$ cat config.mk
export PLATFORM = sky130hd
export DESIGN_NAME = slave_arbitrate_interface_wr_ddr_v2
export DESIGN_NICKNAME = d
export VERILOG_FILES = /design/src/rtl/slave_arbitrate_interface_wr_ddr_v2_pkg.sv /design/src/rtl/slave_wr_frame_tracker.sv /design/src/rtl/slave_arbitrate_interface_wr_ddr_v2.sv
export SDC_FILE = /design/constraint.sdc
export NUM_CORES = 1
export LEC_CHECK = 0
export BUFFER_PORTS_ARGS = -buffer_cell sky130_fd_sc_hd__buf_4
export CORE_UTILIZATION = 23
export CTS_CLUSTER_DIAMETER = 100
export DETAILED_ROUTE_END_ITERATION = 8
export HOLD_SLACK_MARGIN = 0.15
export MAX_ROUTING_LAYER = met4
export RECOVER_POWER = 100
export SYNTH_ARGS = -nofsm -noshare
export SYNTH_HDL_FRONTEND = slang
export SYNTH_HIERARCHICAL = 1
export SYNTH_SLANG_ARGS = --single-unit
$ cat constraint.sdc
create_clock -name i_ddr_clk -period 10.1 [get_ports i_ddr_clk]
set_input_delay 1.515 -clock i_ddr_clk [delete_from_list [all_inputs] [get_ports i_ddr_clk]]
set_output_delay 1.515 -clock i_ddr_clk [all_outputs]
set_load 0.05 [all_outputs]
$ cat src/rtl/slave_arbitrate_interface_wr_ddr_v2_pkg.sv
// Shared definitions for the slave-side DDR write arbitration interface:
// FSM state encoding, address width helper and default frame geometry.
package slave_arbitrate_interface_wr_ddr_v2_pkg;

   // Request FSM states
   typedef enum logic [1:0] {
      ST_IDLE  = 2'd0,
      ST_REQ   = 2'd1,
      ST_BURST = 2'd2,
      ST_DONE  = 2'd3
   } state_t;

   // Default burst length in words and frame size in words
   localparam int DEFAULT_BURST_LEN = 256;
   localparam int DEFAULT_MAX_ADDR  = 245760;

   // Width of the DDR write address {bank, mode bit, slave id, offset}
   function automatic int addrWidth(input int bankW, input int slaveIdW, input int ofsW);
      return bankW + 1 + slaveIdW + ofsW;
   endfunction

endpackage

$ cat src/rtl/slave_wr_frame_tracker.sv
// Frame bookkeeping for one slave port: write offset, frame-finished flag,
// short-frame error pulse, deferred frame start and bank ping-pong.
module slave_wr_frame_tracker #(
   parameter int BANK_W   = 2,
   parameter int OFS_W    = 18,
   parameter int LEN_W    = 10,
   parameter int MAX_ADDR = 245760
) (
   input  logic              i_ddr_clk,
   input  logic              i_sys_rstn,
   input  logic              i_frameStart,
   input  logic              i_inBurst,
   input  logic              i_grantFall,
   input  logic [LEN_W-1:0]  i_burstLen,
   input  logic              i_slaveWrLoad,
   input  logic [BANK_W-1:0] i_slaveWrbank,
   output logic              o_applyStart,
   output logic              o_reachEnd,
   output logic [OFS_W-1:0]  o_offset,
   output logic [BANK_W-1:0] o_bankCur,
   output logic              o_finished,
   output logic              o_frameError
);

   localparam logic [31:0] MAX32 = 32'(MAX_ADDR);

   logic [OFS_W-1:0]  r_offset;
   logic [BANK_W-1:0] r_bankNext;
   logic [BANK_W-1:0] r_bankCur;
   logic              r_finished;
   logic              r_frameError;
   logic              r_startPend;
   logic [31:0]       w_sum;
   logic [31:0]       w_sumSat;

   // Offset after the current burst, saturated so a frame never overruns MAX_ADDR
   always_comb begin
      w_sum    = 32'(r_offset) + 32'(i_burstLen);
      w_sumSat = w_sum;
      if (w_sum > MAX32) begin
         w_sumSat = MAX32;
      end
   end

   // A frame start is never applied mid-burst; it waits in r_startPend instead
   assign o_applyStart = !i_inBurst && (i_frameStart || r_startPend);
   assign o_reachEnd   = (w_sumSat == MAX32);
   assign o_offset     = r_offset;
   assign o_bankCur    = r_bankCur;
   assign o_finished   = r_finished;
   assign o_frameError = r_frameError;

   // Offset, finished/error flags and bank switching at frame boundaries only
   always_ff @(posedge i_ddr_clk or negedge i_sys_rstn) begin
      if (!i_sys_rstn) begin
         r_offset     <= '0;
         r_bankNext   <= '0;
         r_bankCur    <= '0;
         r_finished   <= 1'b0;
         r_frameError <= 1'b0;
         r_startPend  <= 1'b0;
      end else begin
         if (i_slaveWrLoad) begin
            r_bankNext <= i_slaveWrbank;
         end
         if (o_applyStart) begin
            r_offset     <= '0;
            r_finished   <= 1'b0;
            r_bankCur    <= r_bankNext;
            r_startPend  <= 1'b0;
            r_frameError <= (r_offset != '0) && (32'(r_offset) != MAX32);
         end else begin
            r_frameError <= 1'b0;
            if (i_inBurst && i_frameStart) begin
               r_startPend <= 1'b1;
            end
            if (i_grantFall) begin
               r_offset <= OFS_W'(w_sumSat);
               if (o_reachEnd) begin
                  r_finished <= 1'b1;
               end
            end
         end
      end
   end

endmodule

$ cat src/rtl/slave_arbitrate_interface_wr_ddr_v2.sv
// Slave-side arbitration interface between an ingress FIFO and the DDR write
// arbiter: requests bursts, flushes the frame tail and flags overflow.
module slave_arbitrate_interface_wr_ddr_v2
   import slave_arbitrate_interface_wr_ddr_v2_pkg::*;
#(
   parameter int                    SLAVE_ID_W   = 4,
   parameter logic [SLAVE_ID_W-1:0] SLAVE_NUMBER = '0,
   parameter logic                  PARAM_BIT    = 1'b0,
   parameter int                    BANK_W       = 2,
   parameter int                    OFS_W        = 18,
   parameter int                    BURST_LEN    = DEFAULT_BURST_LEN,
   parameter int                    LEN_W        = 10,
   parameter int                    MAX_ADDR     = DEFAULT_MAX_ADDR,
   parameter int                    CNT_W        = 11
) (
   input  logic                  i_ddr_clk,
   input  logic                  i_sys_rstn,
   input  logic                  i_frame_start,
   input  logic                  i_flush_req,
   input  logic                  i_fifo_full_flag,
   input  logic [CNT_W-1:0]      i_fifo_len,
   output logic                  o_slave_req,
   input  logic                  i_arbitrate_valid,
   input  logic                  i_slave_wr_load,
   input  logic [BANK_W-1:0]     i_slave_wrbank,
   output logic [addrWidth(BANK_W, SLAVE_ID_W, OFS_W)-1:0] o_slave_waddr,
   output logic [LEN_W-1:0]      o_slave_wburst_len,
   output logic                  o_slave_frame_finished,
   output logic                  o_frame_error,
   output logic                  o_overflow_flag
);

   localparam logic [31:0] BL32  = 32'(BURST_LEN);
   localparam logic [31:0] MAX32 = 32'(MAX_ADDR);

   state_t            r_state;
   state_t            w_stateNext;
   logic              r_slaveReq;
   logic [LEN_W-1:0]  r_burstLen;
   logic              r_partial;
   logic              r_flushPend;
   logic              r_overflow;

   logic              w_inBurst;
   logic              w_grantFall;
   logic              w_applyStart;
   logic              w_reachEnd;
   logic [OFS_W-1:0]  w_offset;
   logic [BANK_W-1:0] w_bankCur;
   logic              w_finished;
   logic              w_frameError;
   logic [31:0]       w_fifo32;
   logic [31:0]       w_lenCand;
   logic              w_fullBurst;
   logic              w_reqCond;
   logic              w_startReq;

   assign w_inBurst   = (r_state == ST_BURST);
   assign w_grantFall = w_inBurst && !i_arbitrate_valid;

   slave_wr_frame_tracker #(
      .BANK_W   (BANK_W),
      .OFS_W    (OFS_W),
      .LEN_W    (LEN_W),
      .MAX_ADDR (MAX_ADDR)
   ) u_tracker (
      .i_ddr_clk     (i_ddr_clk),
      .i_sys_rstn    (i_sys_rstn),
      .i_frameStart  (i_frame_start),
      .i_inBurst     (w_inBurst),
      .i_grantFall   (w_grantFall),
      .i_burstLen    (r_burstLen),
      .i_slaveWrLoad (i_slave_wr_load),
      .i_slaveWrbank (i_slave_wrbank),
      .o_applyStart  (w_applyStart),
      .o_reachEnd    (w_reachEnd),
      .o_offset      (w_offset),
      .o_bankCur     (w_bankCur),
      .o_finished    (w_finished),
      .o_frameError  (w_frameError)
   );

   // Burst length to latch: a full burst when available, else the FIFO level,
   // never more than the words left in the frame
   always_comb begin
      w_fifo32    = 32'(i_fifo_len);
      w_fullBurst = (w_fifo32 >= BL32);
      w_lenCand   = w_fullBurst ? BL32 : w_fifo32;
      if (w_lenCand > (MAX32 - 32'(w_offset))) begin
         w_lenCand = MAX32 - 32'(w_offset);
      end
      w_reqCond = !w_finished &&
                  (w_fullBurst || (r_flushPend && (w_fifo32 != 32'd0)) || i_fifo_full_flag);
   end

   // Next-state logic; an applied frame start always returns to IDLE
   always_comb begin
      w_stateNext = r_state;
      case (r_state)
         ST_IDLE: begin
            if (w_applyStart) begin
               w_stateNext = ST_IDLE;
            end else if (w_reqCond) begin
               w_stateNext = ST_REQ;
            end
         end
         ST_REQ: begin
            if (w_applyStart) begin
               w_stateNext = ST_IDLE;
            end else if (i_arbitrate_valid) begin
               w_stateNext = ST_BURST;
            end
         end
         ST_BURST: begin
            if (!i_arbitrate_valid) begin
               w_stateNext = w_reachEnd ? ST_DONE : ST_IDLE;
            end
         end
         ST_DONE: begin
            if (w_applyStart) begin
               w_stateNext = ST_IDLE;
            end
         end
         default: w_stateNext = ST_IDLE;
      endcase
      w_startReq = (r_state == ST_IDLE) && (w_stateNext == ST_REQ);
   end

   // State register
   always_ff @(posedge i_ddr_clk or negedge i_sys_rstn) begin
      if (!i_sys_rstn) begin
         r_state <= ST_IDLE;
      end else begin
         r_state <= w_stateNext;
      end
   end

   // Request strobe, latched burst length, pending flush and sticky overflow
   always_ff @(posedge i_ddr_clk or negedge i_sys_rstn) begin
      if (!i_sys_rstn) begin
         r_slaveReq  <= 1'b0;
         r_burstLen  <= LEN_W'(BURST_LEN);
         r_partial   <= 1'b0;
         r_flushPend <= 1'b0;
         r_overflow  <= 1'b0;
      end else begin
         r_slaveReq <= (r_state == ST_REQ) && (w_stateNext == ST_REQ);
         if (w_startReq) begin
            r_burstLen <= LEN_W'(w_lenCand);
            r_partial  <= !w_fullBurst;
         end
         if (w_applyStart) begin
            r_flushPend <= 1'b0;
         end else if (w_grantFall && (r_partial || w_reachEnd)) begin
            r_flushPend <= 1'b0;
         end else if (i_flush_req && !w_finished) begin
            r_flushPend <= 1'b1;
         end
         if (w_applyStart) begin
            r_overflow <= 1'b0;
         end else if (i_fifo_full_flag && ((r_state == ST_IDLE) || (r_state == ST_DONE))) begin
            r_overflow <= 1'b1;
         end
      end
   end

   assign o_slave_req            = r_slaveReq;
   assign o_slave_waddr          = {w_bankCur, PARAM_BIT, SLAVE_NUMBER, w_offset};
   assign o_slave_wburst_len     = r_burstLen;
   assign o_slave_frame_finished = w_finished;
   assign o_frame_error          = w_frameError;
   assign o_overflow_flag        = r_overflow;

endmodule
Word-level counts from Yosys, hierarchy flattened. Index checks and enable logic that the tools add are counted.

Input bits: 20. Memories: 0. Latch bits: 0. Memory bits (writable): 0. Output and inout bits: 39. ROM bits: 0. Word-level logic and storage cells: 76. Bits in registers: 41.

Magnitude comparators: 3. Muxes and demuxes: 24. Reductions and logical operators: 29. $mul: 0. Shift-type cells: 0. $add $sub $neg: 2. Bitwise operators: 0. Div/mod/pow operators: 0. Equal/unequal tests: 6.

Operator list (count): 18-bit two-way mux (2); 32-bit by 18-bit == test with 1-bit output, second input constant (1); 11-bit by 32-bit greater-than comparator with 1-bit output (1); 32-bit by 18-bit greater-than comparator with 1-bit output, second input constant (1); 32-bit two-way mux (1); 18-bit by 10-bit adder with 19-bit output (1); 18-bit by 18-bit subtractor with 19-bit output, first input constant (1); 18-bit inequality test, second input constant (1); 18-bit nonzero test (1); 2-bit two-way mux (7); 11-bit by 9-bit >= comparator with 1-bit output, second input constant (1); 1-bit logical AND (11); 1-bit two-way mux (11); 11-bit two-way mux (1); 11-bit nonzero test (1); 10-bit two-way mux (1); 2-bit case mux with 4 select lines (1); 2-bit nonzero test (4); 1-bit logical OR (5); 2-bit by 1-bit == test with 1-bit output, second input constant (2); 2-bit == test, second input constant (2); 1-bit logical NOT (4); 3-bit nonzero test (1); 2-bit logical NOT (1); 2-bit AND reduction (1).

Depth between registers and ports, before layout. Gate-level depths: netlist of the first run.

Depth in word-level cells: 10. Mapped depth: 16. Gate-level depth less buffers: 15.

Hierarchy. The synthesis of the first run kept the hierarchy.

By module, submodules not included: slave_wr_frame_tracker (cells each 226, times used 1, sequential area each 625.6 sq um, area an instance 2020.7 sq um); slave_arbitrate_interface_wr_ddr_v2 (cells each 182, times used 1, sequential area each 401.6 sq um, area an instance 1551.5 sq um).

Least setup slack after synthesis of the first run. Ideal clock, no wire load.

Path kind: register to register. Start point: register u_tracker.r_offset[0], in the netlist u_tracker/o_offset[0]. End point: register r_burstLen[1], in the netlist o_slave_wburst_len[1]. Path slack: 6.494 ns. Cell stages (with the launch flop): 17. Data arrival time: 3.526 ns. Buffers on the path: 1. Setup time: 0.080 ns. Period minus slack after synthesis: 3.606 ns. Cells stage by stage: dfrtp_1 > ha_1 > inv_1 > fa_1 > nand2b_2 > a21oi_1 > o311ai_2 > a21oi_2 > xnor2_1 > a211oi_2 > nand2b_1 > and3_1 > a211o_1 > nand2b_1 > clkbuf_1 > nand2_1 > o211ai_2.

Word-level cells in the longest chain between the ends: 9. Elaborated cells on any way between the ends: 12.

Ends and longest elaborated chain: start, declared (line slave_wr_frame_tracker.sv:27) `logic [OFS_W-1:0] r_offset;`; start signal, assigned (line slave_wr_frame_tracker.sv:78) `r_offset <= OFS_W'(w_sumSat);`; 18-bit by 10-bit adder with 19-bit output * (line slave_wr_frame_tracker.sv:38) `w_sum = 32'(r_offset) + 32'(i_burstLen);`; 32-bit by 18-bit greater-than comparator with 1-bit output (line slave_wr_frame_tracker.sv:40) `if (w_sum > MAX32) begin`; 32-bit two-way mux * (line slave_wr_frame_tracker.sv:40); 32-bit by 18-bit == test with 1-bit output * (line slave_wr_frame_tracker.sv:47) `assign o_reachEnd = (w_sumSat == MAX32);`; named net w_reachEnd (line slave_arbitrate_interface_wr_ddr_v2.sv:47) `logic w_reachEnd;`; 2-bit two-way mux * (line slave_arbitrate_interface_wr_ddr_v2.sv:116) `w_stateNext = w_reachEnd ? ST_DONE : ST_IDLE;`; 2-bit two-way mux * (line slave_arbitrate_interface_wr_ddr_v2.sv:115) `if (!i_arbitrate_valid) begin`; 2-bit case mux with 4 select lines * (line slave_arbitrate_interface_wr_ddr_v2.sv:99) `case (r_state)`; named net w_stateNext[0] (line slave_arbitrate_interface_wr_ddr_v2.sv:37) `state_t w_stateNext;`; 2-bit by 1-bit == test with 1-bit output * (line slave_arbitrate_interface_wr_ddr_v2.sv:126) `w_startReq = (r_state == ST_IDLE) && (w_stateNext == ST_REQ);`; 1-bit logical AND * (line slave_arbitrate_interface_wr_ddr_v2.sv:126); end signal, assigned (line slave_arbitrate_interface_wr_ddr_v2.sv:142) `r_burstLen <= LEN_W'(BURST_LEN);`; end signal, assigned (line slave_arbitrate_interface_wr_ddr_v2.sv:149) `r_burstLen <= LEN_W'(w_lenCand);`; end, declared (line slave_arbitrate_interface_wr_ddr_v2.sv:39) `logic [LEN_W-1:0] r_burstLen;`.

The timed path passes the listed nets; every way through them passes the cells marked *. A chain may end at the register's enable or synchronous reset.

Final worst setup path of the first run.
Start point: register u_tracker.r_offset[0], in the netlist u_tracker/o_offset[0]. End point: register r_burstLen[4], in the netlist o_slave_wburst_len[4].

The elaborated chain is that of the path after synthesis.

==> results.txt, run 1 <==
- Global router's overall resource usage: 13.4%
- At the end of routability-driven placement, the weighted congestion stood at 0.864.
* Yosys Warn Count: 6
* Average routed wire per standard cell: ~16 µm
- Startpoint class of the critical path: flop
* Number of iterations in the first detailed-routing pass: 4
* Final Hold Viols: 0
- The worst register-to-register path has a setup slack of 5300 ps.
- The HPWL after detailed placement is 7870 µm.
* Maximum fanout along the worst path: 15
* Violated checks: max-capacitance violations, max-slew violations
* Post-CTS clock slew at the launch and capture registers of the worst setup and hold paths: 60 ps
* Flip-flop and latch count after synthesis: 41
- The number of cells on the worst reg-to-reg path is 15.
* Top cell by count, worst path: nand2b_1
- By area, the combinational part of the netlist is dominated by simple AND/OR/NAND/NOR gates.
- Dividing the synthesized area by the synthesized cell count gives 8.76 µm².
- The netlist uses 82 different library cells.
- Area of the core: ~15000 µm²
* Clk root buf: clkbuf_16
- In the final timing run, aggregate negative setup slack is 0 ps.
- Worst Skew: 7.09 ps
- The number of setup buffers added after CTS is 0.
- After Yosys synthesis, and, or, nand and nor cells account for 25.4% of the synthesized area.
* Dominant cells by area after synthesis: dfrtp_1, ha_1, nand2_1, a21oi_1, nor2_1
* Clock Path Buffers: 2
- Vias per cell: 5.07
- After the last flow step, the layout net total stands at about 500.
- Worst Setup EP: o_slave_wburst_len[4]
- Crit path largest cell delay: 790 ps
* Max Clk Rate: between 0.2 and 0.25 GHz
* Number of global-route vias before repair: 3159
- Multiplexer cells account for 2.42% of the synthesized area.
- Number of CTS-inserted buffers: 5
- For this configuration, the core starts out at a cell density of between 20% and 30%.
- Ant diodes: 0
- Worst slew slack as a fraction of its limit: -58.9%
- Setup violations remaining at the end of the flow were counted as 0.
- 59 I/O pins were placed.
* Clock network power share: 17.1%
- Row generation in the floorplan step produced 45 rows.
- The critical path starts at u_tracker/o_offset[0].
- Die X-Extent: roughly 130 µm
* Count of port buffers added during placement: 53
- Overflow left after global routing: 0
* Post-placement cell area: just over 4000 µm²
- TritonCTS Sinks: between 40 and 50
- For this design the static power due to leakage is about 1.8 nW.
- Net Sw Frac: 50.2%
- Hold Path Depth: 2
- The final critical path takes up 47.6% of the cycle.
- The critical path is of the reg -> reg type.
- DIE AREA: 16000 µm²
* Async S/R FF share, synth: 100%
* Status: complete, but fails checks
* Post-Synth Adder-Cell Area: 9.67%
* Internal cell power: 0.000481 W
- Data arrival at the endpoint of the critical path: 5000 ps
- Data on the critical path is required at its endpoint by approximately 10000 ps.
- Number of enable flip-flop cells after synthesis: 0
- The worst hold path belongs to the class reg -> reg.
- After synthesis the cells add up to roughly 3600 µm².
- Die boundary height: 127 µm
- The first global-routing pass estimated about 17000 µm of wire.
- TritonCTS clock tree: built
- Remaining routing DRC violations: 0
- CTS built an H-tree with a depth of 2.
- The cell count after synthesis came out at 408.
- Top cell type's share of synthesized area: 28.0%
- Transition time of the tightest slew-check pin: roughly 2400 ps
* Final WL: 10100 µm
- The number of slew-limit violations in the final report is 42.
* Post-route cell area: 4070 µm²
- Setup repair after global routing left no endpoint under its margin.
* Count of cells resized by post-cts repair: 0
* Time the worst path needs with I/O delays and setup: 4800 ps
- The number of antenna violations at the first check in global routing was 0.
- IR analysis of the VDD net gives a maximum drop of 0.0872 mV.
- Top FF cell, synth: dfrtp_1
* Max capacitance violation total: 1
- The detailed router placed approximately 3300 vias in this run.
* Iteration-0 DRC count of the detailed router: approximately 280
* Total power per unit cell area: 237 nW/µm²
- Compared with the post-synthesis result, the final layout area differs by 13.8%.
- Endpoint of the lowest-slack register-to-register path: o_slave_wburst_len[4]
* Power dissipated by switching net loads: between 0.0004 and 0.0005 W
* CTS Hold Bufs: 0
- Clk Latency, worst-skew pair: about 290 ps
* Slowest-stage cell, CP: o311ai_0
* Proportion of power drawn by flip-flops and latches: about a quarter
- The startpoint identified for the worst register-to-register timing path is u_tracker/o_offset[0].
* Layout cell share with drive strength beyond 1: 12.1%
* Portion of the post-synthesis area used by sequential elements: 28.8%
- Crit-path cells: ha_1 -> inv_1 -> fa_1 -> nand2b_1 -> a21oi_1 -> o311ai_0 -> a21oi_1 -> xnor2_1 -> a211oi_1 -> nand2b_1 -> and3_1 -> a211o_1 -> nand2b_1 -> or2_0 -> o211ai_1
- Entering global routing, the biggest net connects 42 pins.
- After Yosys synthesis, XOR and XNOR cells account for 3.92% of the synthesized area.
- DRT antenna net count: 0
* Synth Area in Compound Gates: 23.5%
- Sort of element at the end of the critical path: flop
- dfrtp_1 takes more of the synthesized area than any other cell.
- Per report_power, the combinational group accounts for 57.6% of the total.
-- final cells by class --
cell class / count / area [µm²]
fillers: 1671 / 11100
multi-input cells: 333 / 2310
flip-flops and latches: 41 / 1030
repair buffers: 55 / 274
well taps: 188 / 235
clock buffers: 8 / 146
inverters: 19 / 71.3
-- routing by layer --
metal  routed length, µm  global-route usage (%)  up-vias
met5                   0                       -        -
met4                 164                    3.33        0
met3                 720                    2.87       19
met2                4510                    20.3      102
li1                    -                       -     1584
met1                4750                    18.2     1563
-- cell usage in the layout (no fill, tap or decap), drive strengths merged, types with 7 or more instances in the layout --
cell type  Yosys  routed
and2          11      11
nor2b         11      11
nand2         41      41
ha            26      26
conb           1       7
o31ai          7       7
nand3         20      20
buf           16      17
inv           19      19
dfrtp         40      40
a21o           8       8
clkbuf         5      46
a21oi         27      27
nor2          29      29
xor2          10      10
o21ai         19      19
o211ai        10      10
nor3           8       8
-- synthesized netlist by cell type, types with 3 or more instances --
| library cell | number |
|---|---|
| a21boi_0 | 3 |
| a21o_1 | 7 |
| a21oi_1 | 26 |
| a31oi_1 | 3 |
| a32o_1 | 5 |
| and2_1 | 9 |
| and3_1 | 6 |
| buf_2 | 3 |
| buf_4 | 6 |
| buf_6 | 5 |
| clkbuf_1 | 4 |
| dfrtp_1 | 40 |
| ha_1 | 26 |
| inv_1 | 17 |
| mux2_2 | 5 |
| mux2i_1 | 3 |
| nand2_1 | 40 |
| nand2b_1 | 3 |
| nand3_1 | 19 |
| nand4_1 | 6 |
| nor2_1 | 29 |
| nor2b_1 | 11 |
| nor3_1 | 8 |
| nor3b_1 | 4 |
| nor4_1 | 6 |
| o211ai_2 | 8 |
| o21ai_0 | 12 |
| o21ai_1 | 6 |
| o31ai_1 | 7 |
| or3_1 | 3 |
| or4_1 | 5 |
| xnor2_1 | 6 |
| xor2_1 | 10 |
-- cells by family (layout without fill, tap and decap cells) --
| group | after synthesis | count (layout) |
|---|---|---|
| AOI/OAI and AO/OA | 106 | 106 |
| xor gates and xnor gates | 16 | 16 |
| DFF | 41 | 41 |
| other | 1 | 7 |
| muxes | 8 | 8 |
| adders and majority gates | 27 | 27 |
| and+or+nand+nor | 169 | 169 |
| buffers and inverters | 40 | 82 |
-- registers in the layout, summed over array words and instances, names as in the netlist --
name                    cells
u_tracker/o_offset         18
o_slave_wburst_len         10
r_state                     2
u_tracker/o_bankCur         2
u_tracker/r_bankNext        2
o_overflow_flag             1
o_slave_req                 1
r_flushPend                 1
r_partial                   1
u_tracker/o_finished        1
u_tracker/o_frameError      1
u_tracker/r_startPend       1
-- worst max-delay path, delay by kind of cell, from the launching register on --
| family | cells | cell delay (ps) |
|---|---|---|
| AND/OR/NAND/NOR | 5 | 1460 |
| XOR/XNOR | 1 | 200 |
| flip-flops | 1 | 480 |
| buffers and inverters | 1 | 70 |
| AO/OA/AOI/OAI | 6 | 2060 |
| adder cells (fa/ha/maj) | 2 | 440 |
-- stage by stage --
stage	total power [W]	std cells	utilization, %	hold slack (ps)	worst slack [ps]
after floorplan	0.000680	414	-	445	6490
after detailed placement	0.000832	636	26.9	485	5890
after global placement	0.000816	636	26.9	487	6050
after CTS	0.00100	644	27.9	505	5910
final	0.000965	644	26.7	502	5300
after global routing	0.00103	644	26.7	531	4990
-- power by group through the flow --
stage	clock network (W)	registers (W)	logic [W]
final	0.000165	0.000245	0.000555
after global routing	0.000174	0.000251	0.000608
after CTS	0.000169	0.000246	0.000585
after detailed placement	0	0.000249	0.000583
after global placement	0	0.000248	0.000568
after floorplan	0	0.000330	0.000350
-- how the worst min path moves through the flow --
| stage | startpoint | end |
|---|---|---|
| final | r_partial | r_partial |
| after global routing | u_tracker/r_bankNext[1] | u_tracker/r_bankNext[1] |
| after CTS | r_partial | r_partial |
| after detailed placement | r_partial | r_partial |
| after global placement | u_tracker/r_bankNext[0] | u_tracker/r_bankNext[0] |
| after floorplan | r_partial | r_partial |
Power figures use the tool's default switching activity.
==> inputs of run 2 (changes only) <==
==> constraint.sdc (replaced) <==
create_clock -name i_ddr_clk -period 3.9 [get_ports i_ddr_clk]
set_input_delay 0.585 -clock i_ddr_clk [delete_from_list [all_inputs] [get_ports i_ddr_clk]]
set_output_delay 0.585 -clock i_ddr_clk [all_outputs]
set_load 0.05 [all_outputs]
==> run 2 against run 1 <==
Against the previous run: final cell count increased by 1.2%; clock skew increased by 2.4 ps; first-iteration DRC count increased by 15%; worst hold slack got worse by 4.8 ps; via count increased by 3.5%; combinational power increased to 2.6 times the previous value; setup slack got worse by 5000 ps; critical path type unchanged; wire length increased by 5.1%; the run still ends with max-capacitance violations, max-slew violations left.
==> results.txt, run 2 (synthesis gave the netlist of run 1 again) <==
- TritonCTS built the clock tree.
- Net Sw Frac: approximately half
- The setup path with the least slack is of type reg -> reg.
- Initial antenna violation count: 0
* Maximum fanout along the worst path: 8
* Overflow left after global routing: 0
- Reg2reg path depth: 15
- In this run the remaining antenna-violating nets after routing total 0.
* Post-route cell area: 4140 µm²
- Class of the worst hold path: reg -> reg
* Vias after detailed routing: 3384
- Between clock sinks in the finished design, the worst skew comes to 9.48 ps.
* Initial Utilization: 23.5%
- The congestion estimate from routability-driven global placement came to between 0.8 and 0.9.
- After detailed placement, the total cell area comes to 4150 µm².
- The worst setup path is captured at a flop.
- In this run the count of I/O pins placed on the die edge is 59.
- The post-route netlist has 13.6% of its cells at a drive strength greater than 1.
* Reg2reg setup slack: between 200 and 300 ps
- Total Nets Final: slightly above 500
- H-tree levels: 2
* Total power per unit cell area: 625 nW/µm²
- Flip-flop count of the largest register after layout: 18
- The critical path ends at o_slave_wburst_len[1].
- Reg-to-reg startpoint: u_tracker/o_offset[0]
* Endpoint of the lowest-slack register-to-register path: o_slave_wburst_len[1]
- Area of the core: 15200 µm²
- In the global route stage, met3 resource usage came out at around 2.5%.
- Clock tree synthesis selected as its root buffer the cell clkbuf_16.
- Wire length of the first global-routing pass: 17400 µm
- Post-CTS clock slew at the launch and capture registers of the worst setup and hold paths: 70 ps
- Period utilisation layout: 92.6%
- Dividing the detail-routed wire length by the instance count gives 16.3 µm.
- Number of placement rows: between 40 and 50
- Fill cell instance count of the final layout: 1672
- Leading cell type in the layout, fill and taps excluded: nand2_1
- Vias per cell: about 5.2
* Startpoint class of the critical path: flop
* Combinational cell fraction of total power: between 50 and 60%
- At the pin with the least slew margin, the transition time is 2360 ps.
- Sum Neg Setup Slack: 0 ps
- DIE AREA: 16000 µm²
- Global Route met1 Usage: 18.9%
- Total design power: about 0.0026 W
- The count of cells in the finished layout, fillers not included, comes to 652.
- Setup violations remaining at the end of the flow were counted as 0.
* Number of global-route vias before repair: approximately 3300
- Die X-Extent: 127 µm
- In this run the most used layer during global routing was met2.
- Final Hold Viols: 0
- Internal power comes to 0.00130 W.
- Before CTS, the worst setup slack after placement is ~270 ps.
* TritonCTS Sinks: 41
- 0 antenna diodes ended up in the layout.
- Signed area change from the synthesized netlist to the final layout: 15.9%
- Number of iterations in the first detailed-routing pass: 5
- Across all setup checks in the final design, the least slack found is 289 ps.
- Buffers placed on the I/O ports in this run total between 50 and 60.
- Iteration-0 DRC count of the detailed router: 323
* Post-CTS Setup Inserts: 0
* Top library cells by usage in the layout, fill and taps aside: nand2_1, dfrtp_1, clkbuf_1, nor2_1
* Data arrival at the endpoint of the critical path: roughly 3800 ps
- Max Clk Rate: 0.277 GHz
- Max-cap violations in this run came to 1.
- Clock Path Buffers: 2
* GRT met2 Usage: approximately 22%
* Clock network power share: roughly a fifth
- Total instance count after detailed placement: approximately 640
- The routed design has 10700 µm of wire.
* Final number of max-transition violations: 42
* Global router's overall resource usage: between 10% and 20%
- Count of cells resized by post-cts repair: 0
* Origin of the worst setup path: u_tracker/o_offset[0]
* Clk Latency, worst-skew pair: 300 ps
* Worst EP required: 4110 ps
- Standby leakage power: 1.78 nW
- CTS Hold Bufs: 0
* Unrepaired setup endpoints after global routing: false
- Summed over all nets, the half-perimeter wirelength after detailed placement is just over 8000 µm.
- Violated checks: max-capacitance violations, max-slew violations
- In this run, CTS created clock tree buffers numbering 5.
* Proportion of power drawn by flip-flops and latches: around 24%
* Die boundary height: 127 µm
- Time the worst path needs with I/O delays and setup: approximately 3600 ps
- VDD IR-drop max: 0.294 mV
- Power dissipated by switching net loads: 0.00128 W
- Worst slew slack as a fraction of its limit: -57.1%
- The run finished, with violations left.
- Remaining routing DRC violations: 0
- Entering global routing, the biggest net connects between 40 and 50 pins.
## run 2: power by group through the flow
| stage | Sequential (W) | Combinational [W] | Clock, W |
|---|---|---|---|
| after global routing | 0.000642 | 0.00159 | 0.000527 |
| after floorplan | 0.000855 | 0.000907 | 0 |
| after CTS | 0.000632 | 0.00156 | 0.000514 |
| final | 0.000630 | 0.00146 | 0.000501 |
| after detailed placement | 0.000638 | 0.00154 | 0 |
| after global placement | 0.000634 | 0.00151 | 0 |
## run 2: worst min path at each step
stage | end | startpoint | slack [ps] | cells after the start
after detailed placement | o_overflow_flag | o_overflow_flag | 490 | 2
after global routing | r_partial | r_partial | 520 | 2
after global placement | o_overflow_flag | o_overflow_flag | 480 | 2
after CTS | u_tracker/o_offset[1] | i_sys_rstn | 300 | 1
after floorplan | o_overflow_flag | i_sys_rstn | 290 | 0
final | o_overflow_flag | o_overflow_flag | 500 | 2
## run 2: per-layer routing
layer	vias to the layer above	wire length, µm
li1	1602	-
met1	1641	5050
met2	124	4790
met3	17	604
met4	0	212
met5	-	0
## run 2: area by class of cell
class | instances | area (µm²) | area share [%]
clock buffers | 7 | 143 | 3.45
clock inverters | 1 | 30.0 | 0.726
inverters | 19 | 71.3 | 1.72
multi-input cells | 333 | 2310 | 55.7
flip-flops and latches | 41 | 1030 | 24.8
well taps | 188 | 235 | 5.68
repair buffers | 63 | 325 | 7.86
## run 2: stage by stage
step / utilization [%] / hold slack (ps)
6_report: 27.2 / 497
5_1_grt: 27.2 / 520
4_1_cts: 28.4 / 299
3_5_place_dp: 27.3 / 492
3_3_place_gp: 27.3 / 483
2_1_floorplan: - / 289
## run 2: critical path, cell delays in order (launching register included)
cell and delay, ps:
dfrtp_1 380, clkbuf_2 180, inv_1 110, ha_1 170, or3b_1 450, or2_2 380, nor2_1 130, xor2_1 210
ha_1 280, nand2_1 100, nor2_1 60, a21oi_1 160, o41a_2 220, nand3_2 100, or2_1 340, o211ai_1 240
==> inputs of run 3 (changes only) <==
--- a/config.mk
+++ b/config.mk
@@ -5,7 +5,9 @@
 export SDC_FILE = /design/constraint.sdc
 export NUM_CORES = 1
 export LEC_CHECK = 0
+export ABC_AREA = 1
 export BUFFER_PORTS_ARGS = -buffer_cell sky130_fd_sc_hd__buf_4
+export CORE_MARGIN = 2
 export CORE_UTILIZATION = 23
 export CTS_CLUSTER_DIAMETER = 100
 export DETAILED_ROUTE_END_ITERATION = 8
==> run 3 against run 2 <==
Against the previous run: the run still ends with max-capacitance violations, max-slew violations left; via count grew 18%; non-clock buffer count shrank 5; utilization is essentially flat; combinational power shrank 60%; power shrank 39%; worst hold slack lost 8.6 ps; final cell count grew 41%; die area grew 15%; first-iteration DRC count shrank 21%; fmax grew 5.8%; synthesized area grew 12%; final area grew 13%; critical path type unchanged.
==> results.txt, run 3 <==
- The first global-routing pass estimated 19700 µm of wire.
- The analysis attributes to cell leakage a power of 2.61 nW.
* Combinational cell fraction of total power: 37.3%
* Flip-flop count of the largest register after layout: 18
- Initial Utilization: 23.3%
- Reg2reg setup slack: 490 ps
- For this block, the via count after detailed routing is 3984.
- Cell type contributing the most total cell area after synthesis: dfrtp_1
- The number of endpoints with negative hold slack in the final report was 0.
- Class of the worst hold path: in -> reg
* Dominant cells by area after synthesis: dfrtp_1, nand2_1, inv_1, ha_1, nand3_1
- Initial antenna violation count: 0
- Power dissipated by switching net loads: approximately 0.00068 W
- For the pin with the worst max-slew slack, the measured transition is 2390 ps.
- In this run the critical register-to-register path is launched from o_slave_wburst_len[0].
- Clk root buf: clkbuf_16
- The area growth from synthesis to layout is 16.5%.
- Static timing analysis puts the maximum clock frequency at 0.293 GHz.
- Final HPWL from detailed placement: between 9000 and 10000 µm
- Worst Skew: 4.89 ps
* Period utilisation layout: 87.5%
- Setup repair after global routing left no endpoint under its margin.
- Remaining routing DRC violations: 0
* Total design power: around 0.0016 W
* Commonest cells post-synth: nand2_1, inv_1, nor2_1, dfrtp_1, nand3_1
- In this run the vertical extent of the chip is 136 µm.
- Sort of element at the end of the critical path: flop
- Sum Neg Setup Slack: 0 ps
- Leaving out fill and tap cells, the most frequent cells in the layout are nand2_1, inv_1, nor2_1, nand3_1, dfrtp_1.
- Fill cell instance count of the final layout: between 1500 and 2000
- The first detailed-routing pass took 5 iterations.
- Cells after Synth: 634
- Startpoint class of the critical path: flop
- Iteration-0 DRC count of the detailed router: 254
- Data arrival at the endpoint of the critical path: ~3600 ps
- Clk Latency, worst-skew pair: approximately 300 ps
- Worst Setup Path Type: reg -> reg
- Gates resized during post-CTS repair numbered 0.
- In this run the standard cell core region covers 17200 µm².
* Worst slew slack as a fraction of its limit: -59.4%
- Post-placement cell area: 4660 µm²
- Die X-Extent: between 100 and 150 µm
- Total Nets Final: approximately 740
- Number of global-route vias before repair: just under 4000
- Gp weighted congestion: 0.871
- Origin of the worst setup path: o_slave_wburst_len[0]
- Vias per cell: between 4 and 5
* Maximum fanout along the worst path: 17
* Yosys Warn Count: 6
- Final WL: approximately 12000 µm
* VDD IR-drop max: 0.158 mV
- Flip-flop and latch count after synthesis: 41
* Proportion of power drawn by flip-flops and latches: approximately 34%
- STA puts the critical path data required time at 4090 ps.
- Portion of the post-synthesis area used by sequential elements: 25.6%
- Number of enable flip-flop cells after synthesis: 0
* Number of CTS-inserted buffers: 5
- Of the post-synthesis cell area, the dominant cell type holds 25.0%.
- After global routing the overflow that remains totals 0.
- Number of library cell types mapped by synthesis: 41
* Endpoint of the lowest-slack register-to-register path: o_slave_wburst_len[7]
* Post-CTS clock slew at the launch and capture registers of the worst setup and hold paths: 60 ps
* Count of port buffers added during placement: 53
- The mapped netlist covers 4010 µm².
* Final number of setup-violating endpoints: 0
* DRT antenna net count: 0
- Once the clock tree was built, the setup fixing pass inserted 0 buffers.
* H-tree levels: 2
- Ant diodes: 0
- Internal cell power: a little over 0.0009 W
* Leading cell type in the layout, fill and taps excluded: nand2_1
* Net Sw Frac: 42.6%
- Final number of max-transition violations: 42
- Library cell with the highest instance count after synthesis: nand2_1
- Status: complete, but fails checks
- Fin util: a little over a quarter
* Clock network power share: 29.0%
* Violated checks: max-capacitance violations, max-slew violations
- Global routing consumed, over all layers together, 13.9% of the routing resources.
- Max-cap violations in this run came to 1.
- In the synthesized netlist the dominant register cell turns out to be dfrtp_1.
* Number of placement rows: 48
- Worst Setup EP: o_slave_wburst_len[7]
* Largest net degree at the start of global routing: 42
- TritonCTS clock tree: built
* Layout cell share with drive strength beyond 1: 10.5%
- The worst register-to-register path has a depth of 24.
* TritonCTS Sinks: 41
- Post-route cell area: 4670 µm²
- Time the worst path needs with I/O delays and setup: 3410 ps
* CTS Hold Bufs: 0
* Total power per unit cell area: 340 nW/µm²
* Average routed wire per standard cell: roughly 13 µm
- Clock Path Buffers: 2
* DIE AREA: approximately 18000 µm²
* Async S/R FF share, synth: 100%
- Dividing the synthesized area by the synthesized cell count gives ~6.3 µm².
- Ports placed on the boundary: 59
-- run 3: per-stage QoR --
step | setup WS [ps] | hold WS [ps] | instances
floorplan | 429 | 289 | 640
detailed placement | 484 | 481 | 910
global placement | 568 | 473 | 910
finish | 487 | 488 | 918
CTS | 452 | 297 | 918
global route | 52.1 | 492 | 918
-- run 3: layout make-up --
type	count	area, µm²	area share, %
clock inverters	1	5.00	0.107
flip-flops and latches	41	1030	22.0
inverters	115	432	9.24
multi-input cells	471	2470	52.9
repair buffers	58	300	6.43
well taps	225	282	6.03
clock buffers	7	153	3.27
-- run 3: metal layers --
| layer | track usage, % | vias to the layer above | share of wire [%] |
|---|---|---|---|
| li1 | - | 2086 | - |
| met4 | 4.22 | 0 | 1.5 |
| met5 | - | - | 0 |
| met2 | 22.3 | 78 | 46 |
| met3 | 2.39 | 13 | 5.1 |
| met1 | 18.0 | 1807 | 47 |
-- run 3: kinds of logic (layout without fill, tap and decap cells) --
family | Yosys count | count (layout) | synth area share, %
xor+xnor | 11 | 11 | 2.87
flops | 41 | 41 | 25.6
other cells | 1 | 7 | 0.0936
fa+ha+maj | 27 | 27 | 8.62
simple gates | 392 | 392 | 45.1
compound gates | 34 | 34 | 4.87
buf+inv | 128 | 181 | 12.8
-- run 3: power groups by stage --
| stage | Sequential (W) | Clock [W] | Combinational [W] |
|---|---|---|---|
| final | 0.000536 | 0.000460 | 0.000591 |
| after global routing | 0.000540 | 0.000493 | 0.000654 |
| after CTS | 0.000537 | 0.000478 | 0.000629 |
| after detailed placement | 0.000542 | 0 | 0.000629 |
| after global placement | 0.000543 | 0 | 0.000625 |
| after floorplan | 0.000657 | 0 | 0.000319 |
-- run 3: worst min-delay path by stage --
stage | startpoint | endpoint | slack, ps | depth (start not counted)
after floorplan | i_sys_rstn | o_overflow_flag | 290 | 0
after global placement | u_tracker/o_bankCur[0] | u_tracker/o_bankCur[0] | 470 | 2
after detailed placement | u_tracker/r_startPend | u_tracker/r_startPend | 480 | 1
after CTS | i_sys_rstn | o_slave_req | 300 | 1
after global routing | i_slave_wrbank[1] | u_tracker/r_bankNext[1] | 490 | 3
final | i_slave_wrbank[1] | u_tracker/r_bankNext[1] | 490 | 3
-- run 3: critical path, stage by stage (launching register included) --
cell and delay, ps:
dfrtp_1 430, ha_1 200, inv_1 70, fa_1 390, inv_1 130, nand2_1 60
nand2_1 60, nand3_1 90, nand2_1 110, nand2_1 70, nand3_1 70, nand2_1 70
nand3_1 120, nor2_4 40, or2_2 300, nand2_1 90, o21ai_0 80, nand2_1 70
a21oi_1 70, a21oi_2 200, nand3_4 130, inv_2 220, nand3_1 110, nand2_1 70
inv_1 40
